<file path="src/rtl/acc_cpu_pkg.sv">
// Shared types for the multi-cycle accumulator CPU: opcodes, FSM states, instruction width.
// Pure declarations; no logic or latency of its own.
// No flow control here; handshakes live in acc_cpu_mc_if.
package acc_cpu_pkg;

    typedef enum logic [2:0] {
        OP_LDA = 3'b000,
        OP_STA = 3'b001,
        OP_ADD = 3'b010,
        OP_SUB = 3'b011,
        OP_AND = 3'b100,
        OP_JMP = 3'b101,
        OP_JZ  = 3'b110,
        OP_JC  = 3'b111
    } op_e;

    typedef enum logic [1:0] {
        S_FETCH,
        S_DECODE,
        S_MEM,
        S_HALT
    } state_e;

    // Instruction word = 3-bit opcode on top of an ADDR_W-bit operand.
    function automatic int IW(input int addr_w);
        return 3 + addr_w;
    endfunction

endpackage

</file>
<file path="src/rtl/acc_cpu_mc_if.sv">
// Instruction and data memory req/ack buses of the accumulator CPU.
// Latency set by the attached memories; zero-wait ack allowed.
// Backpressure: a request holds address/data stable until its ack is sampled.
interface acc_cpu_mc_if
    import acc_cpu_pkg::*;
#(
    parameter int DATA_W = 8,
    parameter int ADDR_W = 5
);
    localparam int INSN_W = IW(ADDR_W);

    logic              imem_req_o;
    logic [ADDR_W-1:0] imem_addr_o;
    logic [INSN_W-1:0] imem_rdata_i;
    logic              imem_ack_i;

    logic              dmem_req_o;
    logic              dmem_we_o;
    logic [ADDR_W-1:0] dmem_addr_o;
    logic [DATA_W-1:0] dmem_wdata_o;
    logic [DATA_W-1:0] dmem_rdata_i;
    logic              dmem_ack_i;

    modport master (
        output imem_req_o, imem_addr_o,
        input  imem_rdata_i, imem_ack_i,
        output dmem_req_o, dmem_we_o, dmem_addr_o, dmem_wdata_o,
        input  dmem_rdata_i, dmem_ack_i
    );

    modport slave (
        input  imem_req_o, imem_addr_o,
        output imem_rdata_i, imem_ack_i,
        input  dmem_req_o, dmem_we_o, dmem_addr_o, dmem_wdata_o,
        output dmem_rdata_i, dmem_ack_i
    );

endinterface

</file>
<file path="src/rtl/acc_alu_w.sv">
// Accumulator ALU for LDA/ADD/SUB/AND with zero and carry/borrow results.
// Latency: combinational.
// No flow control; the caller decides which results to commit.
module acc_alu_w
    import acc_cpu_pkg::*;
#(
    parameter int DATA_W = 8
) (
    input  logic [DATA_W-1:0] x,
    input  logic [DATA_W-1:0] y,
    input  op_e               op,
    output logic [DATA_W-1:0] r,
    output logic              z,
    output logic              c
);

    logic [DATA_W:0] sum;
    logic [DATA_W:0] diff;

    always_comb begin
        sum  = {1'b0, x} + {1'b0, y};
        diff = {1'b0, x} - {1'b0, y};
        r    = y;
        c    = 1'b0;
        case (op)
            OP_ADD: begin
                r = sum[DATA_W-1:0];
                c = sum[DATA_W];
            end
            // Top bit of the widened difference is set exactly when x < y.
            OP_SUB: begin
                r = diff[DATA_W-1:0];
                c = diff[DATA_W];
            end
            OP_AND:  r = x & y;
            default: r = y;
        endcase
        z = (r == '0);
    end

endmodule

</file>
<file path="src/rtl/acc_cpu_mc.sv">
// Multi-cycle accumulator CPU: fetch/decode/execute FSM, halt on jump-to-self, retired counter.
// Latency: 3 cycles per memory-operand instruction, 2 per branch, +1 per memory wait state.
// Backpressure: each state stalls with req held until the matching ack; acks without req are ignored.
module acc_cpu_mc
    import acc_cpu_pkg::*;
#(
    parameter int DATA_W = 8,
    parameter int ADDR_W = 5,
    parameter int CNT_W  = 16
) (
    input  logic                   clk_i,
    input  logic                   rst_ni,
    acc_cpu_mc_if.master           bus,
    output logic [DATA_W-1:0]      acc_o,
    output logic [ADDR_W-1:0]      pc_o,
    output logic [IW(ADDR_W)-1:0]  ir_o,
    output logic                   flag_z_o,
    output logic                   flag_c_o,
    output logic                   halt_o,
    output logic [CNT_W-1:0]       retired_o
);

    localparam int INSN_W = IW(ADDR_W);

    state_e            state;
    logic [DATA_W-1:0] acc;
    logic [ADDR_W-1:0] pc;
    logic [INSN_W-1:0] ir;
    logic              flag_z;
    logic              flag_c;
    logic              halt;
    logic [CNT_W-1:0]  retired;
    logic              imem_req;
    logic              dmem_req;
    logic              dmem_we;

    op_e               op;
    logic [ADDR_W-1:0] opnd;
    logic [ADDR_W-1:0] pc_inc;
    logic [CNT_W-1:0]  retired_nxt;
    logic              is_branch;
    logic              taken;
    logic [DATA_W-1:0] alu_r;
    logic              alu_z;
    logic              alu_c;

    assign op          = op_e'(ir[INSN_W-1:ADDR_W]);
    assign opnd        = ir[ADDR_W-1:0];
    assign pc_inc      = pc + 1'b1;
    assign retired_nxt = (&retired) ? retired : retired + 1'b1;
    assign is_branch   = (op == OP_JMP) || (op == OP_JZ) || (op == OP_JC);
    assign taken       = (op == OP_JMP) || (op == OP_JZ && flag_z) || (op == OP_JC && flag_c);

    acc_alu_w #(.DATA_W(DATA_W)) u_alu (
        .x  (acc),
        .y  (bus.dmem_rdata_i),
        .op (op),
        .r  (alu_r),
        .z  (alu_z),
        .c  (alu_c)
    );

    always_ff @(posedge clk_i or negedge rst_ni) begin
        if (!rst_ni) begin
            state    <= S_FETCH;
            acc      <= '0;
            pc       <= '0;
            ir       <= '0;
            flag_z   <= 1'b0;
            flag_c   <= 1'b0;
            halt     <= 1'b0;
            retired  <= '0;
            imem_req <= 1'b0;
            dmem_req <= 1'b0;
            dmem_we  <= 1'b0;
        end else begin
            case (state)
                // First cycle out of reset raises the request; later fetches arrive with it already set.
                S_FETCH: begin
                    if (!imem_req) begin
                        imem_req <= 1'b1;
                    end else if (bus.imem_ack_i) begin
                        ir       <= bus.imem_rdata_i;
                        imem_req <= 1'b0;
                        state    <= S_DECODE;
                    end
                end
                S_DECODE: begin
                    if (is_branch) begin
                        retired <= retired_nxt;
                        if (op == OP_JMP && opnd == pc) begin
                            halt  <= 1'b1;
                            state <= S_HALT;
                        end else begin
                            pc       <= taken ? opnd : pc_inc;
                            imem_req <= 1'b1;
                            state    <= S_FETCH;
                        end
                    end else begin
                        dmem_req <= 1'b1;
                        dmem_we  <= (op == OP_STA);
                        state    <= S_MEM;
                    end
                end
                S_MEM: begin
                    if (bus.dmem_ack_i) begin
                        if (op != OP_STA) begin
                            acc    <= alu_r;
                            flag_z <= alu_z;
                            if (op == OP_ADD || op == OP_SUB) flag_c <= alu_c;
                        end
                        retired  <= retired_nxt;
                        pc       <= pc_inc;
                        dmem_req <= 1'b0;
                        dmem_we  <= 1'b0;
                        imem_req <= 1'b1;
                        state    <= S_FETCH;
                    end
                end
                S_HALT: state <= S_HALT;
                default: state <= S_HALT;
            endcase
        end
    end

    assign bus.imem_req_o   = imem_req;
    assign bus.imem_addr_o  = pc;
    assign bus.dmem_req_o   = dmem_req;
    assign bus.dmem_we_o    = dmem_we;
    assign bus.dmem_addr_o  = opnd;
    assign bus.dmem_wdata_o = acc;

    assign acc_o     = acc;
    assign pc_o      = pc;
    assign ir_o      = ir;
    assign flag_z_o  = flag_z;
    assign flag_c_o  = flag_c;
    assign halt_o    = halt;
    assign retired_o = retired;

endmodule

</file>
<file path="src/flat_wrapper.sv">
// flat-port wrapper written by rule: the top's interface ports become plain ports
module acc_cpu_mc_flat import acc_cpu_pkg::*;
#(
    parameter int DATA_W = 8,
    parameter int ADDR_W = 5,
    parameter int CNT_W  = 16
)
  (clk_i, rst_ni, acc_o, pc_o, ir_o, flag_z_o, flag_c_o, halt_o, retired_o, bus_imem_req_o, bus_imem_addr_o, bus_imem_rdata_i, bus_imem_ack_i, bus_dmem_req_o, bus_dmem_we_o, bus_dmem_addr_o, bus_dmem_wdata_o, bus_dmem_rdata_i, bus_dmem_ack_i);
  acc_cpu_mc_if #(.DATA_W(DATA_W), .ADDR_W(ADDR_W)) bus_i ();
  input  logic clk_i;
  input  logic rst_ni;
  output logic [DATA_W-1:0] acc_o;
  output logic [ADDR_W-1:0] pc_o;
  output logic [IW(ADDR_W)-1:0] ir_o;
  output logic flag_z_o;
  output logic flag_c_o;
  output logic halt_o;
  output logic [CNT_W-1:0] retired_o;
  output wire logic [$bits(bus_i.imem_req_o)-1:0] bus_imem_req_o;
  output wire logic [$bits(bus_i.imem_addr_o)-1:0] bus_imem_addr_o;
  input wire logic [$bits(bus_i.imem_rdata_i)-1:0] bus_imem_rdata_i;
  input wire logic [$bits(bus_i.imem_ack_i)-1:0] bus_imem_ack_i;
  output wire logic [$bits(bus_i.dmem_req_o)-1:0] bus_dmem_req_o;
  output wire logic [$bits(bus_i.dmem_we_o)-1:0] bus_dmem_we_o;
  output wire logic [$bits(bus_i.dmem_addr_o)-1:0] bus_dmem_addr_o;
  output wire logic [$bits(bus_i.dmem_wdata_o)-1:0] bus_dmem_wdata_o;
  input wire logic [$bits(bus_i.dmem_rdata_i)-1:0] bus_dmem_rdata_i;
  input wire logic [$bits(bus_i.dmem_ack_i)-1:0] bus_dmem_ack_i;
  assign bus_imem_req_o = bus_i.imem_req_o;
  assign bus_imem_addr_o = bus_i.imem_addr_o;
  assign bus_i.imem_rdata_i = bus_imem_rdata_i;
  assign bus_i.imem_ack_i = bus_imem_ack_i;
  assign bus_dmem_req_o = bus_i.dmem_req_o;
  assign bus_dmem_we_o = bus_i.dmem_we_o;
  assign bus_dmem_addr_o = bus_i.dmem_addr_o;
  assign bus_dmem_wdata_o = bus_i.dmem_wdata_o;
  assign bus_i.dmem_rdata_i = bus_dmem_rdata_i;
  assign bus_i.dmem_ack_i = bus_dmem_ack_i;
  acc_cpu_mc #(.DATA_W(DATA_W), .ADDR_W(ADDR_W), .CNT_W(CNT_W)) u_core (.clk_i(clk_i), .rst_ni(rst_ni), .bus(bus_i), .acc_o(acc_o), .pc_o(pc_o), .ir_o(ir_o), .flag_z_o(flag_z_o), .flag_c_o(flag_c_o), .halt_o(halt_o), .retired_o(retired_o));
endmodule
</file>
<file path="config.mk">
export PLATFORM = sky130hd
export DESIGN_NAME = acc_cpu_mc_flat
export DESIGN_NICKNAME = d
export VERILOG_FILES = /design/src/rtl/acc_cpu_pkg.sv /design/src/rtl/acc_cpu_mc_if.sv /design/src/rtl/acc_alu_w.sv /design/src/rtl/acc_cpu_mc.sv /design/src/flat_wrapper.sv
export SDC_FILE = /design/constraint.sdc
export NUM_CORES = 1
export LEC_CHECK = 0
export CORE_MARGIN = 2
export CORE_UTILIZATION = 46
export DETAILED_ROUTE_END_ITERATION = 10
export GPL_ROUTABILITY_DRIVEN = 0
export GPL_TIMING_DRIVEN = 0
export PLACE_DENSITY = 0.78
export SYNTH_ARGS = -nofsm -noshare
export SYNTH_HDL_FRONTEND = slang
export SYNTH_SLANG_ARGS = --single-unit
export TNS_END_PERCENT = 30
</file>
<file path="constraint.sdc">
create_clock -name clk_i -period 2.31 [get_ports clk_i]
set_input_delay 0.231 -clock clk_i [delete_from_list [all_inputs] [get_ports clk_i]]
set_output_delay 0.231 -clock clk_i [all_outputs]
set_load 0.1 [all_outputs]
</file>
Word level (Yosys, flattened, before mapping) --
Index checks and enable logic that the tools add are counted.
Word-level totals: register bits after elaboration 45, bits in latches 0, bits in writable memories 0, memory bits (read-only) 0, bits of input ports 20, output and inout port bits 61, word-level logic and storage cells 84, memories kept 0
Operators by class: add/subtract/negate cells 4, multipliers 0, div/mod/pow operators 0, $lt $le $gt $ge 0, eq/ne operators 18, shift operators 0, mux-type cells 28, bitwise gates (word level) 1, reduce and logical (&&, ||, !) cells 22
Operators with widths (count):
- 16-bit two-way mux | 3
- 16-bit one-hot mux with 2 select lines | 1
- 8-bit one-hot mux with 3 select lines | 1
- 5-bit two-way mux | 4
- 3-bit AND reduction | 6
- 16-bit by 1-bit adder with 16-bit output (second input constant) | 1
- 16-bit AND reduction | 1
- 3-bit equality test (second input constant) | 4
- 4-bit AND reduction | 3
- 2-bit two-way mux | 5
- 5-bit one-hot mux with 2 select lines | 1
- 8-bit by 8-bit adder with 9-bit output | 1
- 8-bit by 8-bit subtractor with 9-bit output | 1
- 8-bit bitwise AND | 1
- 8-bit logical NOT | 1
- 1-bit two-way mux | 8
- 2-bit != test (second input constant) | 4
- 2-bit one-hot mux with 4 select lines | 1
- 3-bit by 2-bit equality test with 1-bit output (second input constant) | 2
- 1-bit one-hot mux with 2 select lines | 3
- 5-bit by 1-bit adder with 5-bit output (second input constant) | 1
- 5-bit equality test | 1
- 1-bit logical OR | 5
- 2-bit equality test (second input constant) | 2
- other kinds (9) | 12

Logic depth before layout (Yosys ltp) --
depth in word-level cells 8, depth in mapped cells 11, gate-level depth less buffers 11

Modules after synthesis --
A second synthesis with hierarchy kept.
Unflattened totals: cell total of the unflattened synthesis 373, area total of the unflattened synthesis 3553.4 um^2
Modules (own cells, without submodules):
- acc_cpu_mc | instances 1, cells each 214, area an instance 2423.6 um^2, sequential area each 1126.1 um^2
- acc_alu_w | instances 1, cells each 159, area an instance 1129.8 um^2, sequential area each 0.0 um^2

Worst setup path before layout --
Ideal clock, no wire load.
path kind reg2reg, start register u_core.acc[4], in the netlist u_core.acc_o[4], end register u_core.acc[7], in the netlist u_core.acc_o[7], setup time 126 ps, arrival 2743 ps, data required time 2184 ps, slack -559 ps, stages on the path, launching flop included 9, path buffers 1, period minus slack after synthesis 2869 ps, path through dfrtp_1 ha_1 clkbuf_1 nor2_1 nor4b_1 or3_1 a21boi_0 o32a_1 mux2_2
On the way: longest elaborated chain between the ends 2, elaborated cells on any way between the ends 3, classes of those cells 2 x add/sub; 1 x mux
RTL lines:
- from (decl) | line acc_cpu_mc.sv:26 | logic [DATA_W-1:0] acc;
- from (signal assigned) | line acc_cpu_mc.sv:108 | acc <= alu_r;
- 8-bit by 8-bit subtractor with 9-bit output / 8-bit by 8-bit adder with 9-bit output (equally long branches) | line acc_alu_w.sv:22, acc_alu_w.sv:21
- 8-bit one-hot mux with 3 select lines (*) | line acc_alu_w.sv:25 | case (op)
Mark *: on every way between the ends. The rest lies on a longest branch, timed or not. A chain may end at the register's enable or synchronous reset.

Worst setup path in the final report --
start register u_core.acc[0], in the netlist u_core.acc_o[0], end register u_core.acc[6], in the netlist u_core.acc_o[6]
Same word-level chain as after synthesis.

==> impl_metrics.toml <==
[synthesis]
synth_compound_area_frac = 0.172
synthArstFlopShare = 1.00
yosysTopAreaCell = "dfrtp_1"
yosysUniqueCellTypes = 58
synthesis.nets = 422
synth_area_leaders = "dfrtp_1 (34%), ha_1 (9.0%), xnor2_1 (5.0%)"
ys_ff_latch = 45
netlist_instances = 376
synthAdderAreaFrac = 0.102
postSynthAreaPerCell_um2 = 8.91
synth_xor_area_frac = 0.0627
yosysSeqAreaShare = 0.336
synth_top_family_by_area = "simple AND/OR/NAND/NOR gates"
synthFlopType = "dfrtp_1"
synth_top_area_share = 0.336
synth_area_um2 = 3350
synthSimpleGateAreaFrac = 0.188
synthMuxAreaShare = 0.0489
synth_edf_count = 0
yosys_warnings = 0

[timing]
max_freq_ghz = 0.410
tns_ns = -0.346
finalSetupViolations = 4
period_needed_ns = 2.44
report.final.slew_viol_count = 0
skew_ns = 0.00654
hold_viol_final = 0
layout_setup_ws_ns = -0.130
rsz0062_at_grt = "true"
worstMarginPinSlew_ns = 1.01
relSlewSlack = 0.323
period_share = 1.06

[detailed_routing]
drtIter0Drc = 99
drcViolationCount = 0
postRouteAntennaNets = 0
first_pass_iters = 4
post_drt_via_cell_ratio = 5.46
vias = 3151
routed_wl_mm = 8.67
routedWlPerCell_um = 15.0

[critical_path]
required_ns = 2.55
cp_slowest_cell = "dfrtp_4"
worst-setup-path-type = "reg2reg"
crit_chain = "ha_4 > fa_2 > a2111o_1 > a31oi_4 > xnor2_2 > a21oi_2 > a31oi_2 > mux2_4"
reg2reg_to = "u_core.acc_o[6]$_DFFE_PN0P_"
r2r_setup_slack_ns = -0.13
reg2regPathDepth = 8
start_kind = "flop"
worstPathArrival_ns = 2.68
crit_fanout = 3
setup.worst_path.end_class = "flop"
critPathMaxStageDelay_ns = 0.51
reg2reg_from = "u_core.acc_o[0]$_DFFE_PN0P_"

[die]
start_util = 0.470
die_w_um = 89.4
core_um2 = 7140
die_h_um = 89.4
row_count = 31
pin_count = 81
dieArea_um2 = 7990

[clocking]
clkLatencyLatePin_ns = 0.30
cts-root-buf = "clkbuf_8"
cts_tree = "yes"
cts_buffers = 5
clock_path_buffers = 2
path_clk_slew_ns = 0.09
htreeDepth = 2
cts_sinks = 45

[layout]
layout_common_cells = "clkdlybuf4s50_1 (68), buf_4 (38), nand2_1 (29)"
layout_commonest_cell = "clkdlybuf4s50_1"
fin_util = 0.658
antenna_cells = 0
layout.nets = 523
layout.cells.non_filler = 577
area_delta_synth_final_pct = 40.2
layout-drive-gt1-share = 0.257

[global_routing]
antenna_found_initial = 0
grt_pass1_wl_mm = 14.2
grt-ovfl-total = 0
grt_max_degree = 37
track_usage = 0.223
grt_pass1_vias = 3105

[outcome]
status = "finished, violations left"
violations = "setup timing"

[placed_design]
place_ws_ns = -0.609
hpwl_mm = 6.17
dpl.cell_count = 556
port_buffers = 80

[run]
cap_viol_max_count = 0

[hold_path]
min_path_type = "in2async"
==> synthesized netlist by cell type, types with 2 or more instances <==
library cell and instances:
mux2_2 11, and3_1 2, inv_1 19, nor2b_1 5, a21oi_1 25, buf_4 18, ha_1 24, buf_6 2
nand2b_1 6, nand4_1 7, a31oi_1 7, nor2_1 28, o31ai_1 2, nor4b_1 5, fa_1 2, o21ai_0 23
xnor2_1 19, nand2_1 30, clkbuf_1 3, nor3b_1 2, buf_2 8, xor2_1 5, or3_1 6, nand3_1 17
o21bai_1 3, a22o_1 2, nor3_1 5, o211ai_1 3, mux2i_1 4, a211oi_1 2, o22ai_1 5, nand3b_1 4
nor4_1 2, a21boi_0 2, dfrtp_1 45
==> per-layer routing <==
| layer | up-vias | track usage | part of all wire | wire [µm] |
|---|---|---|---|---|
| met5 | - | 0 | 0 | 0 |
| met4 | 0 | 0.0814 | 0.020 | 175 |
| met3 | 19 | 0.0452 | 0.062 | 534 |
| met2 | 111 | 0.379 | 0.50 | 4350 |
| met1 | 1504 | 0.280 | 0.42 | 3610 |
| li1 | 1517 | - | - | - |
==> layout make-up <==
type | count | area, µm²
buffer | 33 | 241
clock buffer | 7 | 86.3
clock inverter | 1 | 30.0
fill | 609 | 2440
inverter | 20 | 80.1
multi-input combinational | 278 | 2080
sequential | 45 | 1160
tap | 99 | 124
timing repair buffer | 94 | 893
==> worst max-delay path: cells and delay by family, from the launching register on <==
| family | cells | cell delay, ns |
|---|---|---|
| xor gates and xnor gates | 1 | 0.14 |
| AOI/OAI and AO/OA | 4 | 0.97 |
| adders and majority gates | 2 | 0.56 |
| DFF | 1 | 0.51 |
| muxes | 1 | 0.19 |
==> sequential cells by signal, summed over array words and instances (netlist names), 2 cells and up <==
name                    flops
u_core.retired_o           16
u_core.acc_o                8
u_core.state                2
u_core.ir_o                 8
u_core.bus.imem_addr_o      5
==> worst max-delay path by stage <==
stage | start | to | slack (ns) | cells past startpoint
6_report | u_core.acc_o[0]$_DFFE_PN0P_ | u_core.acc_o[6]$_DFFE_PN0P_ | -0.13 | 8
5_1_grt | u_core.acc_o[0]$_DFFE_PN0P_ | u_core.flag_z_o$_DFFE_PN0P_ | -0.25 | 11
4_1_cts | u_core.acc_o[0]$_DFFE_PN0P_ | u_core.flag_z_o$_DFFE_PN0P_ | -0.13 | 11
3_5_place_dp | bus_dmem_rdata_i[0] | u_core.flag_z_o$_DFFE_PN0P_ | -0.61 | 11
3_3_place_gp | bus_dmem_rdata_i[0] | u_core.flag_z_o$_DFFE_PN0P_ | -0.55 | 11
2_1_floorplan | u_core.acc_o[0]$_DFFE_PN0P_ | u_core.acc_o[6]$_DFFE_PN0P_ | -0.16 | 8
==> logic make-up (layout without fill, tap and decap cells) <==
kind of cell	after synthesis	count (layout)
AND/OR/NAND/NOR	124	124
AO/OA/AOI/OAI	89	89
flip-flops	45	45
XOR/XNOR	24	24
buffers and inverters	53	155
multiplexers	15	15
adder cells (fa/ha/maj)	26	26
==> what timing repair did <==
item	4_1_cts	5_1_grt
pin swaps	16	7
hold endpoints to repair	9	0
setup buffers	11	1
setup endpoints to repair	12	26
resized for setup	37	11
hold buffers	1	0
==> metrics by stage <==
stage                     hold WS (ns)  instance area [µm²]
final                            0.337                 4700
after CTS                        0.327                 4680
after detailed placement         0.118                 4360
after floorplan                -0.0646                 3420
after global routing             0.349                 4700
after global placement           0.464                 4340
Power is left out: the tool's default activity adds up to more than one toggle a clock period on the data nets, which glitch-free logic cannot reach.
